<file path="src/rtl/mem_arbiter_if.sv">
// Bus bundle between the fetch/data requesters, the arbiter and the
// single-port RAM behind it.
interface mem_arbiter_if;
  logic        if_req;
  logic [31:0] if_addr;
  logic [31:0] if_rdata;
  logic        if_ready;
  logic        mem_read;
  logic        mem_write;
  logic [31:0] mem_addr;
  logic [31:0] mem_wdata;
  logic [31:0] mem_rdata;
  logic        mem_ready;
  logic        ram_en;
  logic        ram_we;
  logic [31:0] ram_addr;
  logic [31:0] ram_wdata;
  logic [31:0] ram_rdata;
  logic        err;

  modport master (
    output if_req, if_addr,
    output mem_read, mem_write, mem_addr, mem_wdata,
    output ram_rdata,
    input  if_rdata, if_ready,
    input  mem_rdata, mem_ready,
    input  ram_en, ram_we, ram_addr, ram_wdata,
    input  err
  );

  modport slave (
    input  if_req, if_addr,
    input  mem_read, mem_write, mem_addr, mem_wdata,
    input  ram_rdata,
    output if_rdata, if_ready,
    output mem_rdata, mem_ready,
    output ram_en, ram_we, ram_addr, ram_wdata,
    output err
  );
endinterface

</file>
<file path="src/rtl/mem_arbiter.sv">
// Shares one single-port RAM between instruction fetch and data access,
// favouring data but bounding how long a pending fetch can be starved.
module mem_arbiter #(
  parameter int LATENCY    = 2,
  parameter int STARVE_MAX = 3
) (
  input logic          clk,
  input logic          reset,
  mem_arbiter_if.slave bus
);
  typedef enum logic [1:0] {IDLE, ISSUE, WAIT, DONE} state_t;

  localparam logic [3:0] LAT_M1 = 4'(LATENCY - 1);
  localparam logic [3:0] SMAX   = 4'(STARVE_MAX);

  state_t      state, state_n;
  logic [3:0]  cnt, cnt_n;
  logic [3:0]  streak, streak_n;
  logic        own_if, own_if_n;
  logic        wr, wr_n;

  logic        data_req, any_req, pick_if;
  logic        grant, finish, done_n;

  logic        ram_en_q, ram_en_n;
  logic        ram_we_q, ram_we_n;
  logic        if_ready_q, if_ready_n;
  logic        mem_ready_q, mem_ready_n;
  logic        err_q, err_n;
  logic [31:0] ram_addr_q, ram_addr_n;
  logic [31:0] ram_wdata_q, ram_wdata_n;
  logic [31:0] if_rdata_q, if_rdata_n;
  logic [31:0] mem_rdata_q, mem_rdata_n;

  assign data_req = bus.mem_read | bus.mem_write;
  assign any_req  = bus.if_req | data_req;
  assign pick_if  = bus.if_req &
                    (~data_req | (streak == SMAX));
  assign grant    = (state == IDLE) & any_req;
  assign finish   = (state == WAIT) & (cnt == '0);
  assign done_n   = ((state == ISSUE) & wr) | finish;

  always_ff @(posedge clk or posedge reset) begin
    if (reset) begin
      state  <= IDLE;
      cnt    <= '0;
      streak <= '0;
      own_if <= 1'b0;
      wr     <= 1'b0;
    end else begin
      state  <= state_n;
      cnt    <= cnt_n;
      streak <= streak_n;
      own_if <= own_if_n;
      wr     <= wr_n;
    end
  end

  always_comb begin
    state_n  = state;
    cnt_n    = cnt;
    streak_n = streak;
    own_if_n = own_if;
    wr_n     = wr;
    unique case (state)
      IDLE: begin
        if (!bus.if_req) streak_n = '0;
        if (any_req) begin
          state_n  = ISSUE;
          own_if_n = pick_if;
          // read+write together is resolved as a write
          wr_n     = ~pick_if & bus.mem_write;
          if (pick_if)
            streak_n = '0;
          else if (bus.if_req && streak < SMAX)
            streak_n = streak + 4'd1;
        end
      end
      ISSUE: begin
        if (wr) begin
          state_n = DONE;
        end else begin
          state_n = WAIT;
          cnt_n   = LAT_M1;
        end
      end
      WAIT: begin
        if (cnt == '0) state_n = DONE;
        else           cnt_n   = cnt - 4'd1;
      end
      DONE: state_n = IDLE;
    endcase
  end

  always_comb begin
    ram_en_n    = grant;
    ram_we_n    = grant & ~pick_if & bus.mem_write;
    ram_addr_n  = ram_addr_q;
    ram_wdata_n = ram_wdata_q;
    if (grant) begin
      ram_addr_n  = pick_if ? bus.if_addr : bus.mem_addr;
      ram_wdata_n = pick_if ? ram_wdata_q : bus.mem_wdata;
    end
    if_ready_n  = done_n & own_if;
    mem_ready_n = done_n & ~own_if;
    if_rdata_n  = (finish & own_if) ? bus.ram_rdata : if_rdata_q;
    mem_rdata_n = (finish & ~own_if) ? bus.ram_rdata : mem_rdata_q;
    err_n       = err_q |
                  (grant & ~pick_if & bus.mem_read & bus.mem_write);
  end

  always_ff @(posedge clk or posedge reset) begin
    if (reset) begin
      ram_en_q    <= 1'b0;
      ram_we_q    <= 1'b0;
      if_ready_q  <= 1'b0;
      mem_ready_q <= 1'b0;
      err_q       <= 1'b0;
      ram_addr_q  <= '0;
      ram_wdata_q <= '0;
      if_rdata_q  <= '0;
      mem_rdata_q <= '0;
    end else begin
      ram_en_q    <= ram_en_n;
      ram_we_q    <= ram_we_n;
      if_ready_q  <= if_ready_n;
      mem_ready_q <= mem_ready_n;
      err_q       <= err_n;
      ram_addr_q  <= ram_addr_n;
      ram_wdata_q <= ram_wdata_n;
      if_rdata_q  <= if_rdata_n;
      mem_rdata_q <= mem_rdata_n;
    end
  end

  assign bus.ram_en    = ram_en_q;
  assign bus.ram_we    = ram_we_q;
  assign bus.ram_addr  = ram_addr_q;
  assign bus.ram_wdata = ram_wdata_q;
  assign bus.if_ready  = if_ready_q;
  assign bus.if_rdata  = if_rdata_q;
  assign bus.mem_ready = mem_ready_q;
  assign bus.mem_rdata = mem_rdata_q;
  assign bus.err       = err_q;
endmodule

</file>
<file path="src/flat_wrapper.sv">
// flat-port wrapper written by rule: the top's interface ports become plain ports
module mem_arbiter_flat 
#(
  parameter int LATENCY    = 2,
  parameter int STARVE_MAX = 3
)
  (clk, reset, bus_if_req, bus_if_addr, bus_mem_read, bus_mem_write, bus_mem_addr, bus_mem_wdata, bus_ram_rdata, bus_if_rdata, bus_if_ready, bus_mem_rdata, bus_mem_ready, bus_ram_en, bus_ram_we, bus_ram_addr, bus_ram_wdata, bus_err);
  mem_arbiter_if bus_i ();
  input logic clk;
  input logic reset;
  input wire logic [$bits(bus_i.if_req)-1:0] bus_if_req;
  input wire logic [$bits(bus_i.if_addr)-1:0] bus_if_addr;
  input wire logic [$bits(bus_i.mem_read)-1:0] bus_mem_read;
  input wire logic [$bits(bus_i.mem_write)-1:0] bus_mem_write;
  input wire logic [$bits(bus_i.mem_addr)-1:0] bus_mem_addr;
  input wire logic [$bits(bus_i.mem_wdata)-1:0] bus_mem_wdata;
  input wire logic [$bits(bus_i.ram_rdata)-1:0] bus_ram_rdata;
  output wire logic [$bits(bus_i.if_rdata)-1:0] bus_if_rdata;
  output wire logic [$bits(bus_i.if_ready)-1:0] bus_if_ready;
  output wire logic [$bits(bus_i.mem_rdata)-1:0] bus_mem_rdata;
  output wire logic [$bits(bus_i.mem_ready)-1:0] bus_mem_ready;
  output wire logic [$bits(bus_i.ram_en)-1:0] bus_ram_en;
  output wire logic [$bits(bus_i.ram_we)-1:0] bus_ram_we;
  output wire logic [$bits(bus_i.ram_addr)-1:0] bus_ram_addr;
  output wire logic [$bits(bus_i.ram_wdata)-1:0] bus_ram_wdata;
  output wire logic [$bits(bus_i.err)-1:0] bus_err;
  assign bus_i.if_req = bus_if_req;
  assign bus_i.if_addr = bus_if_addr;
  assign bus_i.mem_read = bus_mem_read;
  assign bus_i.mem_write = bus_mem_write;
  assign bus_i.mem_addr = bus_mem_addr;
  assign bus_i.mem_wdata = bus_mem_wdata;
  assign bus_i.ram_rdata = bus_ram_rdata;
  assign bus_if_rdata = bus_i.if_rdata;
  assign bus_if_ready = bus_i.if_ready;
  assign bus_mem_rdata = bus_i.mem_rdata;
  assign bus_mem_ready = bus_i.mem_ready;
  assign bus_ram_en = bus_i.ram_en;
  assign bus_ram_we = bus_i.ram_we;
  assign bus_ram_addr = bus_i.ram_addr;
  assign bus_ram_wdata = bus_i.ram_wdata;
  assign bus_err = bus_i.err;
  mem_arbiter #(.LATENCY(LATENCY), .STARVE_MAX(STARVE_MAX)) u_core (.clk(clk), .reset(reset), .bus(bus_i));
endmodule
</file>
<file path="config.mk">
export PLATFORM = sky130hd
export DESIGN_NAME = mem_arbiter_flat
export DESIGN_NICKNAME = d
export VERILOG_FILES = /design/src/rtl/mem_arbiter_if.sv /design/src/rtl/mem_arbiter.sv /design/src/flat_wrapper.sv
export SDC_FILE = /design/constraint.sdc
export NUM_CORES = 1
export LEC_CHECK = 0
export ABC_AREA = 1
export CAP_MARGIN = 20
export CORE_MARGIN = 2
export CORE_UTILIZATION = 30
export CTS_CLUSTER_DIAMETER = 40
export CTS_CLUSTER_SIZE = 10
export DETAILED_ROUTE_END_ITERATION = 7
export PLACE_DENSITY = 0.69
export RECOVER_POWER = 100
export SETUP_SLACK_MARGIN = 0.05
export SLEW_MARGIN = 10
export SYNTH_ARGS = -nofsm -noshare
export SYNTH_HDL_FRONTEND = slang
export SYNTH_SLANG_ARGS = --single-unit
</file>
<file path="constraint.sdc">
create_clock -name clk -period 6.72 [get_ports clk]
set_input_delay 1.344 -clock clk [delete_from_list [all_inputs] [get_ports clk]]
set_output_delay 1.344 -clock clk [all_outputs]
set_load 0.005 [all_outputs]
</file>
; ---- After elaboration in Yosys (flattened, before gate mapping)
; Index checks and enable logic that the tools add are counted.
[totals]
regBits = 145
input_bits = 133
word_cells = 66
[classes]
addsub = 2
magnitude_cmp = 1
n_eq_ne = 8
n_mux = 12
bitwise_logic = 21
reduce_logical = 8
[op_table]
columns = operator, count
row1 = 32-bit 2-to-1 mux, 1
row2 = 4-bit 2-to-1 mux, 6
row3 = 1-bit AND, 13
row4 = 2-bit one-hot mux with 4 select lines, 1
row5 = 4-bit one-hot mux with 2 select lines, 1
row6 = "2-bit inequality test, second input constant", 3
row7 = 2-bit AND reduction, 3
row8 = 1-bit OR, 5
row9 = "4-bit by 1-bit adder with 4-bit output, second input constant", 1
row10 = "2-bit equality test, second input constant", 2
row11 = "4-bit by 2-bit equality test with 1-bit output, second input constant", 1
row12 = 4-bit logical NOT, 1
row13 = "4-bit by 2-bit less-than comparator with 1-bit output, second input constant", 1
row14 = 2-bit 2-to-1 mux, 2
row15 = "4-bit by 1-bit subtractor with 4-bit output, second input constant", 1
row16 = 1-bit inverter, 3
row17 = 3-bit AND reduction, 1
row18 = "2-bit by 1-bit equality test with 1-bit output, second input constant", 1
row19 = 2-bit logical NOT, 1
row20 = "2-bit by 1-bit inequality test with 1-bit output, second input constant", 1
row21 = 2-bit nonzero test, 1
row22 = 1-bit logical AND, 1
row23 = 1-bit 2-to-1 mux, 1

; ---- Logic depth before layout (Yosys ltp)
[logic_depth]
depth_word = 9
depth_mapped = 8
depth_no_buf = 8

; ---- Worst setup path after synthesis
; Ideal clock, no wire load.
[synth_path]
kind = input-to-reg
start = in bus_mem_write
end = reg u_core.streak[0]
arrival_time_ns = 2.180
required_time_ns = 6.601
path_slack_ns = 4.422
stages = 8
path_buffers = 2
path_cell_list = nor2_2 > inv_2 > nand2_2 > nand2_2 > buf_2 > buf_6 > nand4_1 > nand2_1
[synth_via]
elab_chain_len = 6
elab_cells_between_ends = 7
cone_classes = mux: 2 / bitwise: 5
[synth_lines]
columns = item, line
row1 = start: declaration, flat_wrapper.sv:14  ; input wire logic [$bits(bus_i.mem_write)-1:0] bus_mem_write;
row2 = 1-bit OR (*), mem_arbiter.sv:35  ; assign data_req = bus.mem_read | bus.mem_write;
row3 = 1-bit inverter, mem_arbiter.sv:38  ; (~data_req | (streak == SMAX));
row4 = 1-bit OR, mem_arbiter.sv:38
row5 = 1-bit AND, mem_arbiter.sv:37  ; assign pick_if = bus.if_req &
row6 = 4-bit 2-to-1 mux, mem_arbiter.sv:73  ; if (pick_if)
row7 = 4-bit 2-to-1 mux (*), mem_arbiter.sv:68  ; if (any_req) begin
row8 = end signal: assignment, mem_arbiter.sv:53  ; streak <= streak_n;
row9 = end: declaration, mem_arbiter.sv:18  ; logic [3:0] streak, streak_n;
; Mark *: on every way between the ends. The rest lies on a longest branch, timed or not.
; A chain may end at the register's enable or synchronous reset.

; ---- Worst setup path in the final report
[layout_path]
start = in bus_if_req
end = reg u_core.ram_addr_q[27], in the netlist u_core.bus.ram_addr[27]
[layout_via]
elab_chain_len = 2
elab_cells_between_ends = 4
cone_classes = mux: 1 / bitwise: 3
[layout_lines]
columns = item, line
row1 = start: declaration, flat_wrapper.sv:11  ; input wire logic [$bits(bus_i.if_req)-1:0] bus_if_req;
row2 = 1-bit AND or 1-bit OR (tied branches), "mem_arbiter.sv:37, mem_arbiter.sv:36"
row3 = 32-bit 2-to-1 mux or 1-bit AND (tied branches), "mem_arbiter.sv:101, mem_arbiter.sv:39"
row4 = end signal: assignment, mem_arbiter.sv:129  ; ram_addr_q <= ram_addr_n;
row5 = end: declaration, mem_arbiter.sv:30  ; logic [31:0] ram_addr_q, ram_addr_n;
; Several ways; a longest one is shown, not always the timed one.

==> results.py <==
metrics = {
    "worst_setup_path": {
        "path_buf_inv": 5,
        "cp.arrival_ns": 5.14,
        "startpoint": "bus_if_req",
        "r2r_slack_ns": 3.61,
        "worstSetupStartpointType": "primary input",
        "cp.required_ns": 7.01,
        "reg2reg_depth": 7,
        "worstPathCellList": "dlygate4sd3_1 -> clkbuf_1 -> inv_1 -> a21oi_4 -> buf_4 -> inv_1 -> nand2_1 -> nand3_1",
        "cp_slowest_cell": "clkbuf_1",
        "critical_path_class": "in2reg",
        "critical-path-top-delay-family": "buffers and inverters",
        "end_kind": "flip-flop",
        "path_depth": 8,
        "slowest_delay_ns": 1.14,
        "crit_fanout": 68,
        "path_common_cell": "inv_1",
        "regToRegEndpoint": "u_core.bus.if_rdata[26]",
        "worstReg2RegStart": "u_core.cnt[0]",
        "crit_end": "u_core.bus.ram_addr[27]",
    },
    "finish": {
        "stdcell_area_um2": 9410,
        "antenna_cells": 0,
        "final_util_pct": 48.0,
        "drive_gt1_share_pct": 4.77,
        "fillCellCount": 1877,
        "layout.nets": 1048,
        "synthToLayoutAreaGrowth_pct": 55.9,
        "final_common_cell": "nand2_1",
        "final_cell_mix": "nand2_1, dfrtp_1, dlygate4sd3_1",
    },
    "sta": {
        "finalHoldViolCount": 0,
        "drv_slew": 182,
        "period_share_pct": 72.3,
        "setup_ws_ns": 1.86,
        "fmax_mhz": 206,
        "worst_slew_pin_slew_ns": 2.46,
        "fin_skew_ns": 0.0150,
        "tns_ns": 0,
        "finalSetupViolCount": 0,
        "slew_headroom_pct": -63.7,
        "rsz0062_at_grt": "false",
        "period_needed_ns": 4.86,
    },
    "power_and_ir_drop": {
        "vdd_drop_max_uv": 163,
        "p_per_area_nw_per_um2": 425,
        "power.leakage_nw": 4.46,
    },
    "grt": {
        "grt_pass1_wl_um": 28200,
        "grt_pass1_vias": 5529,
        "grt_use_total_pct": 16.3,
        "antenna_found_initial": 0,
        "overflow": 0,
        "grt_max_degree": 103,
    },
    "yosys": {
        "syn_inst": 663,
        "syn_area_um2": 6040,
        "synth_warnings": 0,
        "yosys-top-cells-area": "dfrtp_1, nand2_1, nand3_1",
        "yosysTopAreaCellShare_pct": 60.1,
        "syn_nets": 801,
        "yosysUniqueCellTypes": 21,
        "synth-seq-cells": 145,
        "synth.avg_cell_area_um2": 9.11,
        "synth_area_leader_cell": "dfrtp_1",
        "ys_seq_area_share_pct": 60.1,
    },
    "placement": {
        "port_buffers": 265,
        "pre_cts_ws_ns": 2.49,
        "hpwlAfterDp_um": 12200,
        "routabilityCongestion": 0.892,
        "placed_area_um2": 8860,
    },
    "floorplanning": {
        "die_w_um": 146,
        "io_pins": 266,
        "core_area_um2": 19600,
        "die_h_um": 146,
        "dieArea_um2": 21300,
        "initial_core_util_pct": 30.8,
        "fp-row-count": 51,
    },
    "hold_path": {
        "whs_path_depth": 2,
        "hold_class": "reg2reg",
    },
    "clocking": {
        "post_cts_resized": 0,
        "holdBufCountCts": 0,
        "numCtsBuffers": 17,
        "clk_pin_slew_worst_paths_ns": 0.06,
        "clockBufferDepth": 2,
        "postCtsSetupBuffers": 0,
        "cts_num_sinks": 145,
        "htreeDepth": 4,
        "cts_tree": "yes",
        "clockRootBuffer": "clkbuf_16",
        "clk_latency_ns": 0.41,
    },
    "routing": {
        "routed_wl_um": 17500,
        "ant_nets": 0,
        "vias_per_cell": 4.66,
        "num_vias": 5539,
        "drc": 0,
        "drt-initial-drc-count": 226,
        "dr.pass1.iters": 4,
        "wl_per_cell_um": 14.7,
    },
    "outcome": {
        "violations": "capacitance limit, slew limit",
        "status": "finished with violations",
    },
    "job": {
        "maxCapViolCount": 4,
    },
}
## synth_stat cells
library cell,number
nand4_1,34
dfrtp_1,145
buf_6,3
nand2_1,187
clkbuf_1,20
inv_2,3
nor2_1,8
a21oi_1,3
buf_2,15
nand3_1,104
o21ai_0,71
nand3b_1,1
or2_2,1
nor2_2,2
nand3_2,2
buf_4,6
nand2_2,3
a21boi_0,2
ha_1,5
inv_1,47
a21oi_4,1
## metal layers
metal	routed length (um)	vias up	global-route usage (%)
met4	265	0	4.26
li1	-	2674	-
met1	7340	2616	20.0
met5	0	-	0
met3	1580	17	6.21
met2	8290	232	27.1
## metrics by stage
| stage | instances | hold slack, ns | power [mW] |
|---|---|---|---|
| floorplan | 663 | 0.457 | 2.23 |
| global placement | 1154 | 0.455 | 3.23 |
| detailed placement | 1155 | 0.457 | 3.28 |
| CTS | 1187 | 0.473 | 4.23 |
| global route | 1188 | 0.491 | 4.32 |
| finish | 1188 | 0.466 | 4.00 |
## worst register-to-register path, cell delays in order, from the launching register on
cell and delay (ns):
dfrtp_1 0.32, inv_1 0.08, ha_1 0.23, nand3_1 0.12, inv_1 0.08, nand3_1 0.33
clkbuf_1 1.44, o21ai_0 0.29
## registers in the layout, summed over array words and instances (netlist names)
register / cells
u_core.bus.mem_ready: 1
u_core.bus.ram_wdata: 32
u_core.own_if: 1
u_core.streak: 4
u_core.cnt: 4
u_core.bus.mem_rdata: 32
u_core.bus.if_ready: 1
u_core.bus.err: 1
u_core.bus.ram_addr: 32
u_core.bus.ram_we: 1
u_core.bus.if_rdata: 32
u_core.wr: 1
u_core.bus.ram_en: 1
u_core.state: 2
## worst min path at each step
stage | startpoint | end | slack (ns)
2_1_floorplan | u_core.bus.err | u_core.bus.err | 0.46
5_1_grt | u_core.bus.ram_wdata[10] | u_core.bus.ram_wdata[10] | 0.49
6_report | u_core.bus.ram_wdata[7] | u_core.bus.ram_wdata[7] | 0.47
3_5_place_dp | u_core.bus.err | u_core.bus.err | 0.46
3_3_place_gp | u_core.bus.ram_wdata[4] | u_core.bus.ram_wdata[4] | 0.46
4_1_cts | u_core.bus.ram_wdata[4] | u_core.bus.ram_wdata[4] | 0.47
## cells by family after synthesis
kind of cell             after synthesis  share of synthesized area [%]
AND/OR/NAND/NOR                      342                           25.3
adder cells (fa/ha/maj)                5                           1.04
buffers and inverters                 94                           6.90
flip-flops                           145                           60.1
AO/OA/AOI/OAI                         77                           6.65
## area by class of cell
cell class	count	area, um2	area share, %
Clock inverter	14	146	1.56
Tap cell	265	332	3.52
Timing Repair Buffer	272	2690	28.6
Multi-Input combinational cell	424	1980	21.1
Inverter	50	193	2.05
Sequential cell	145	3630	38.5
Clock buffer	18	439	4.67
## report_power, final
group	switching, mW	internal (mW)	total [mW]	leakage (nW)
registers	0.209	1.28	1.49	1.75
logic	0.761	0.820	1.58	2.43
clock network	0.398	0.533	0.931	0.276
total	1.37	2.64	4.00	4.46
No activity file was read; power rests on OpenSTA's default activity.
